$ cat src/rtl/sram_arb_pkg.sv
// Shared types for the SRAM port arbiter: FSM state encoding and requester id type.
package sram_arb_pkg;

    typedef enum logic {
        ARB_IDLE  = 1'b0,
        ARB_ISSUE = 1'b1
    } arb_state_t;

    // Largest supported requester count; ids are sized for it so any NUM_REQ fits.
    localparam int MAX_REQ = 8;

    // Bits needed to encode values 0..value-1 (at least one bit).
    function automatic int clog2_fn(input int value);
        int w;
        w = 1;
        for (int i = 1; i < 31; i++) begin
            if (int'(32'd1 << i) < value) begin
                w = i + 1;
            end else begin
                w = w;
            end
        end
        return w;
    endfunction

    localparam int REQ_ID_W = clog2_fn(MAX_REQ);

    typedef logic [REQ_ID_W-1:0] req_id_t;

endpackage

$ cat src/rtl/sram_arb_owner_fifo.sv
// Read-owner FIFO: remembers which requester issued each outstanding read, in issue order.
// Push and pop in the same cycle are accepted even when full.
module sram_arb_owner_fifo
    import sram_arb_pkg::*;
#(
    parameter int DEPTH = 4
) (
    input  logic    clock,
    input  logic    reset,
    input  logic    push_i,
    input  req_id_t push_id_i,
    input  logic    pop_i,
    output logic    full_o,
    output logic    empty_o,
    output req_id_t head_o
);

    localparam int PTR_W = (DEPTH > 1) ? $clog2(DEPTH) : 1;
    localparam int CNT_W = PTR_W + 1;

    req_id_t          mem_q [DEPTH];
    logic [PTR_W-1:0] wr_ptr_q;
    logic [PTR_W-1:0] rd_ptr_q;
    logic [CNT_W-1:0] count_q;
    logic             do_push_s;
    logic             do_pop_s;

    // Status flags, qualified push/pop and the head entry.
    always_comb begin
        empty_o   = (count_q == '0);
        full_o    = (count_q == CNT_W'(DEPTH));
        do_pop_s  = pop_i & ~empty_o;
        do_push_s = push_i & (~full_o | do_pop_s);
        head_o    = mem_q[rd_ptr_q];
    end

    // Storage, pointers and occupancy count.
    always_ff @(posedge clock or negedge reset) begin
        if (!reset) begin
            wr_ptr_q <= '0;
            rd_ptr_q <= '0;
            count_q  <= '0;
            for (int i = 0; i < DEPTH; i++) begin
                mem_q[i] <= '0;
            end
        end else begin
            if (do_push_s) begin
                mem_q[wr_ptr_q] <= push_id_i;
                wr_ptr_q        <= wr_ptr_q + PTR_W'(1);
            end
            if (do_pop_s) begin
                rd_ptr_q <= rd_ptr_q + PTR_W'(1);
            end
            case ({do_push_s, do_pop_s})
                2'b10:   count_q <= count_q + CNT_W'(1);
                2'b01:   count_q <= count_q - CNT_W'(1);
                default: count_q <= count_q;
            endcase
        end
    end

endmodule

$ cat src/rtl/sram_port_arbiter.sv
// Round-robin arbiter sharing one Avalon-MM SRAM port between NUM_REQ masters, one
// transaction per grant, with read-return routing through an owner FIFO.
// Optional build macro SRAM_ARB_PRIO0_EN: requester 0 gets strict priority and the
// round-robin runs only among requesters 1..NUM_REQ-1.
module sram_port_arbiter
    import sram_arb_pkg::*;
#(
    parameter int NUM_REQ         = 3,
    parameter int MAX_OUTSTANDING = 4,
    parameter int ADDR_W          = 26
) (
    input  logic                      clock,
    input  logic                      reset,
    input  logic [NUM_REQ-1:0]        req_read,
    input  logic [NUM_REQ-1:0]        req_write,
    input  logic [NUM_REQ*ADDR_W-1:0] req_address,
    input  logic [NUM_REQ*32-1:0]     req_writedata,
    output logic [NUM_REQ-1:0]        req_waitrequest,
    output logic [31:0]               req_readdata,
    output logic [NUM_REQ-1:0]        req_readdatavalid,
    output logic                      m_read,
    output logic                      m_write,
    output logic [ADDR_W-1:0]         m_address,
    output logic [31:0]               m_writedata,
    input  logic                      m_waitrequest,
    input  logic [31:0]               m_readdata,
    input  logic                      m_readdatavalid,
    output logic                      err_orphan
);

    arb_state_t         state_q;
    req_id_t            grant_q;
    req_id_t            last_grant_q;
    logic               err_orphan_q;
    logic [NUM_REQ-1:0] eligible_s;
    logic [NUM_REQ-1:0] grant_oh_s;
    logic               pick_valid_s;
    req_id_t            pick_id_s;
    int                 idx_s;
    logic               accept_s;
    logic               push_s;
    logic               pop_s;
    logic               fifo_full_s;
    logic               fifo_empty_s;
    req_id_t            fifo_head_s;

    sram_arb_owner_fifo #(
        .DEPTH (MAX_OUTSTANDING)
    ) u_owner_fifo (
        .clock     (clock),
        .reset     (reset),
        .push_i    (push_s),
        .push_id_i (grant_q),
        .pop_i     (pop_s),
        .full_o    (fifo_full_s),
        .empty_o   (fifo_empty_s),
        .head_o    (fifo_head_s)
    );

    // A read (which also wins over a simultaneous write) is eligible only with FIFO room.
    always_comb begin
        eligible_s = '0;
        for (int i = 0; i < NUM_REQ; i++) begin
            if (req_read[i]) begin
                eligible_s[i] = ~fifo_full_s;
            end else begin
                eligible_s[i] = req_write[i];
            end
        end
    end

    // Choose the first eligible requester after the last grant, wrapping.
    always_comb begin
        pick_valid_s = 1'b0;
        pick_id_s    = '0;
        idx_s        = 0;
        for (int k = 1; k <= NUM_REQ; k++) begin
            idx_s = (int'(last_grant_q) + k) % NUM_REQ;
            for (int i = 0; i < NUM_REQ; i++) begin
`ifdef SRAM_ARB_PRIO0_EN
                if (!pick_valid_s && (i == idx_s) && (i != 0) && eligible_s[i]) begin
`else
                if (!pick_valid_s && (i == idx_s) && eligible_s[i]) begin
`endif
                    pick_valid_s = 1'b1;
                    pick_id_s    = REQ_ID_W'(i);
                end else begin
                    pick_valid_s = pick_valid_s;
                end
            end
        end
`ifdef SRAM_ARB_PRIO0_EN
        if (eligible_s[0]) begin
            pick_valid_s = 1'b1;
            pick_id_s    = '0;
        end else begin
            pick_valid_s = pick_valid_s;
        end
`endif
    end

    // Forward the granted requester to the master port while issuing; accept on no-wait.
    always_comb begin
        grant_oh_s  = '0;
        m_read      = 1'b0;
        m_write     = 1'b0;
        m_address   = '0;
        m_writedata = '0;
        for (int i = 0; i < NUM_REQ; i++) begin
            if ((state_q == ARB_ISSUE) && (grant_q == REQ_ID_W'(i))) begin
                grant_oh_s[i] = 1'b1;
                m_read        = req_read[i];
                m_write       = req_write[i] & ~req_read[i];
                m_address     = req_address[i*ADDR_W +: ADDR_W];
                m_writedata   = req_writedata[i*32 +: 32];
            end else begin
                grant_oh_s[i] = 1'b0;
            end
        end
        accept_s        = (state_q == ARB_ISSUE) & ~m_waitrequest;
        push_s          = accept_s & m_read;
        req_waitrequest = ~(grant_oh_s & {NUM_REQ{accept_s}});
    end

    // Route returned read data to the requester at the head of the owner FIFO.
    always_comb begin
        pop_s             = m_readdatavalid & ~fifo_empty_s;
        req_readdata      = m_readdata;
        req_readdatavalid = '0;
        for (int i = 0; i < NUM_REQ; i++) begin
            if (pop_s && (fifo_head_s == REQ_ID_W'(i))) begin
                req_readdatavalid[i] = 1'b1;
            end else begin
                req_readdatavalid[i] = 1'b0;
            end
        end
    end

    // Arbitration FSM: register a grant in IDLE, hold ISSUE until the adapter accepts.
    always_ff @(posedge clock or negedge reset) begin
        if (!reset) begin
            state_q      <= ARB_IDLE;
            grant_q      <= '0;
            last_grant_q <= REQ_ID_W'(NUM_REQ - 1);
        end else begin
            case (state_q)
                ARB_IDLE: begin
                    if (pick_valid_s) begin
                        grant_q <= pick_id_s;
                        state_q <= ARB_ISSUE;
                    end
                end
                ARB_ISSUE: begin
                    if (accept_s) begin
                        last_grant_q <= grant_q;
                        state_q      <= ARB_IDLE;
                    end
                end
                default: state_q <= ARB_IDLE;
            endcase
        end
    end

    // Sticky flag for read data that arrives with no recorded owner.
    always_ff @(posedge clock or negedge reset) begin
        if (!reset) begin
            err_orphan_q <= 1'b0;
        end else if (m_readdatavalid && fifo_empty_s) begin
            err_orphan_q <= 1'b1;
        end
    end

    assign err_orphan = err_orphan_q;

endmodule

$ cat config.mk
export PLATFORM = sky130hd
export DESIGN_NAME = sram_port_arbiter
export DESIGN_NICKNAME = d
export VERILOG_FILES = /design/src/rtl/sram_arb_pkg.sv /design/src/rtl/sram_arb_owner_fifo.sv /design/src/rtl/sram_port_arbiter.sv
export SDC_FILE = /design/constraint.sdc
export NUM_CORES = 1
export LEC_CHECK = 0
export BUFFER_PORTS_ARGS = -buffer_cell sky130_fd_sc_hd__buf_2
export CAP_MARGIN = 20
export CORE_AREA = 2 2 122 124
export DETAILED_ROUTE_END_ITERATION = 16
export DIE_AREA = 0 0 124 126
export PLACE_DENSITY_LB_ADDON = 0.08
export SYNTH_ARGS = -nofsm -noshare
export SYNTH_HDL_FRONTEND = slang
export SYNTH_SLANG_ARGS = --single-unit
$ cat constraint.sdc
create_clock -name clock -period 4.2 [get_ports clock]
set_input_delay 1.05 -clock clock [delete_from_list [all_inputs] [get_ports clock]]
set_output_delay 1.05 -clock clock [all_outputs]
set_load 0.005 [all_outputs]
==> metrics.txt <==
register area share after synthesis 0.1691; Final TNS setup 0 ns; first-pass GRT wire length 19440 um; Critical Path Source Type register; synth top area cells mux2i_1 19%, dfrtp_1 16%, nor2_1 15%; Post-synth EDFFs 0; total grt overflow 0; final hold viol count 0; final setup vio count 0; area grow syn2layout 40.68%; maximum vdd ir drop 0.2409 mV; Num CTS Buffers 3; Crit Path Class reg2out; total vias in the final route 3789; CTS Buffer Depth 2; Synth Cell Area 3115 um2; Core ar. 14310 um2; TritonCTS clock tree built; layout cell share with drive strength beyond 1 0.4500; total I/O pin count 315; aggregate global-route resource usage 0.1571; most common cell in the netlist nor2_1; die width 124 um; CP Max Fanout 55; drc violations 0; FP Rows 44; min Tclk post-route 3.445 ns; # nets final 866; cell area power density 620.2 nW/um2; Worst Tran Pin Value 0.8988 ns; Mean Syn Cell Area 7.033 um2; ys flop type dfrtp_1; Worst EP required 3.15 ns; # fillers 1608; Root Driver clkbuf_16; outcome complete, no violations; post-CTS setup buffer count 0; Pre-Repair DR Iteration Count 4; Worst Skew 0.003754 ns; Synth Register Bits 21; Hold Crit Class reg2reg; half-perimeter wire length after placement 10230 um; RSZ-0062 raised after global routing false; kind of end point of the critical path output port; Cells after Synth 443; cell taking the most area after synthesis mux2i_1; initial antenna violation count 2; Layout Cells excl Fill 826; # hold bufs at CTS 0; vias per std cell 4.587; GP Congestion 0.9113; Worst EP arrival 2.39 ns; leakage power 0.002380 uW; Max Slew Vio Count 0; Rel. slew slack 0.4008; Port Buffer Count 250; Die Span Y 126 um; initial drt markers 179; die area 15620 um2; antenna viol nets, final 0; Synth Net Count 668; clk_lat worst skew 0.26 ns; f_max 290.3 MHz; largest net degree at the start of global routing 61; Cell variety after synth 46; Worst-path clk slew 0.06 ns; vias in the first global route 3757; Max-cap violations 0; Synthesis Warnings 0; Routed WL 12980 um; Synth top area share 0.1896; top cells by count, synth 127 x nor2_1, 64 x a21oi_1, 59 x mux2i_1; CTS resizes 0; CTS sink count 21; Initial Utilization 0.2177; WL/cell 15.71 um; H-tree levels 1; Post-synth ARST share 1.000; Min Hold Slack 0.4536 ns; crit share post-route 0.8202; DP Cell Count 820
==> routing by layer <==
layer	track usage	vias up	wire, um
met5	0	-	0
met4	0.04164	0	250
met3	0.02355	24	848
met2	0.2870	172	6540
met1	0.1891	1719	5338
li1	-	1874	-
==> worst paths after layout <==
path / start / to / slack [ns] / depth (start not counted)
min in group asynchronous: reset / u_owner_fifo.mem_q[4]$_DFFE_PN0P_ / 0.77 / 1
min: err_orphan$_DFFE_PN0P_ / err_orphan$_DFFE_PN0P_ / 0.45 / 1
max: grant_q[1]$_DFFE_PN0P_ / m_writedata[0] / 0.76 / 5
min reg2reg: err_orphan$_DFFE_PN0P_ / err_orphan$_DFFE_PN0P_ / 0.45 / 1
max reg2reg: grant_q[1]$_DFFE_PN0P_ / u_owner_fifo.count_q[1]$_DFFE_PN0P_ / 1.33 / 8
max in group asynchronous: reset / grant_q[1]$_DFFE_PN0P_ / 3.03 / 1
==> worst max-delay path, cell delays in order, from the launching register on <==
cell     delay [ns]
dfrtp_4        0.80
nor2b_4        0.69
buf_12         0.25
a21oi_1        0.09
nor2_1         0.14
buf_2          0.15
==> cells by family after synthesis <==
kind of cell    share of synthesized area
simple gates                       0.2538
compound gates                     0.1618
buf+inv                            0.1325
mux                                0.2329
flops                              0.1691
fa+ha+maj                         0.03856
xor+xnor                          0.01124
==> where the power goes <==
| part | internal [uW] | total [uW] | leakage (uW) | switching [uW] |
|---|---|---|---|---|
| Combinational | 941 | 1970 | 0.00210 | 1030 |
| Clock | 129 | 210 | 0.0000371 | 80.9 |
| Sequential | 302 | 537 | 0.000247 | 235 |
| Total | 1370 | 2720 | 0.00238 | 1350 |
==> cell usage in the layout (no fill, tap or decap), drive strengths merged, types with 2 or more instances in the layout <==
| cell type | instances |
|---|---|
| inv | 9 |
| and4bb | 3 |
| nand2 | 18 |
| o21ai | 12 |
| dfrtp | 20 |
| xnor2 | 4 |
| buf | 257 |
| o22ai | 2 |
| clkbuf | 3 |
| a2bb2oi | 2 |
| nor2 | 127 |
| a21oi | 64 |
| or2 | 2 |
| nor2b | 4 |
| nor3 | 4 |
| nand2b | 5 |
| mux2 | 8 |
| ha | 8 |
| mux2i | 59 |
| a31oi | 2 |
| nand3 | 3 |
| nor3b | 3 |
| mux4 | 2 |
| nor4 | 2 |
| o211ai | 2 |
| diode | 2 |
==> registers in the layout (all words and copies together) (netlist names) <==
name and flops:
u_owner_fifo.mem_q 8, u_owner_fifo.wr_ptr_q 2, u_owner_fifo.count_q 3, err_orphan 1, last_grant_q 2, state_q 1, grant_q 2, u_owner_fifo.rd_ptr_q 2
==> final cells by class <==
cell class / instances / area (um2) / area share
timing repair buffer: 257 / 1316 / 0.3003
inverter: 9 / 33.78 / 0.007708
clock buffer: 3 / 75.07 / 0.01713
tap: 184 / 230.2 / 0.05253
sequential: 21 / 531.8 / 0.1213
clock inverter: 1 / 7.507 / 0.001713
antenna: 2 / 5.005 / 0.001142
multi-input combinational: 349 / 2183 / 0.4981
==> through the flow <==
step	area (um2)	utilization	power [uW]	setup WS, ns
3_5_place_dp	4295	0.3001	2531	0.9891
5_1_grt	4383	0.3062	3018	0.5958
6_report	4383	0.3062	2718	0.7552
4_1_cts	4378	0.3059	2756	0.7082
3_3_place_gp	4295	0.3001	2526	1.048
2_1_floorplan	3115	-	1837	1.419
(Power assumes the default switching activity.)
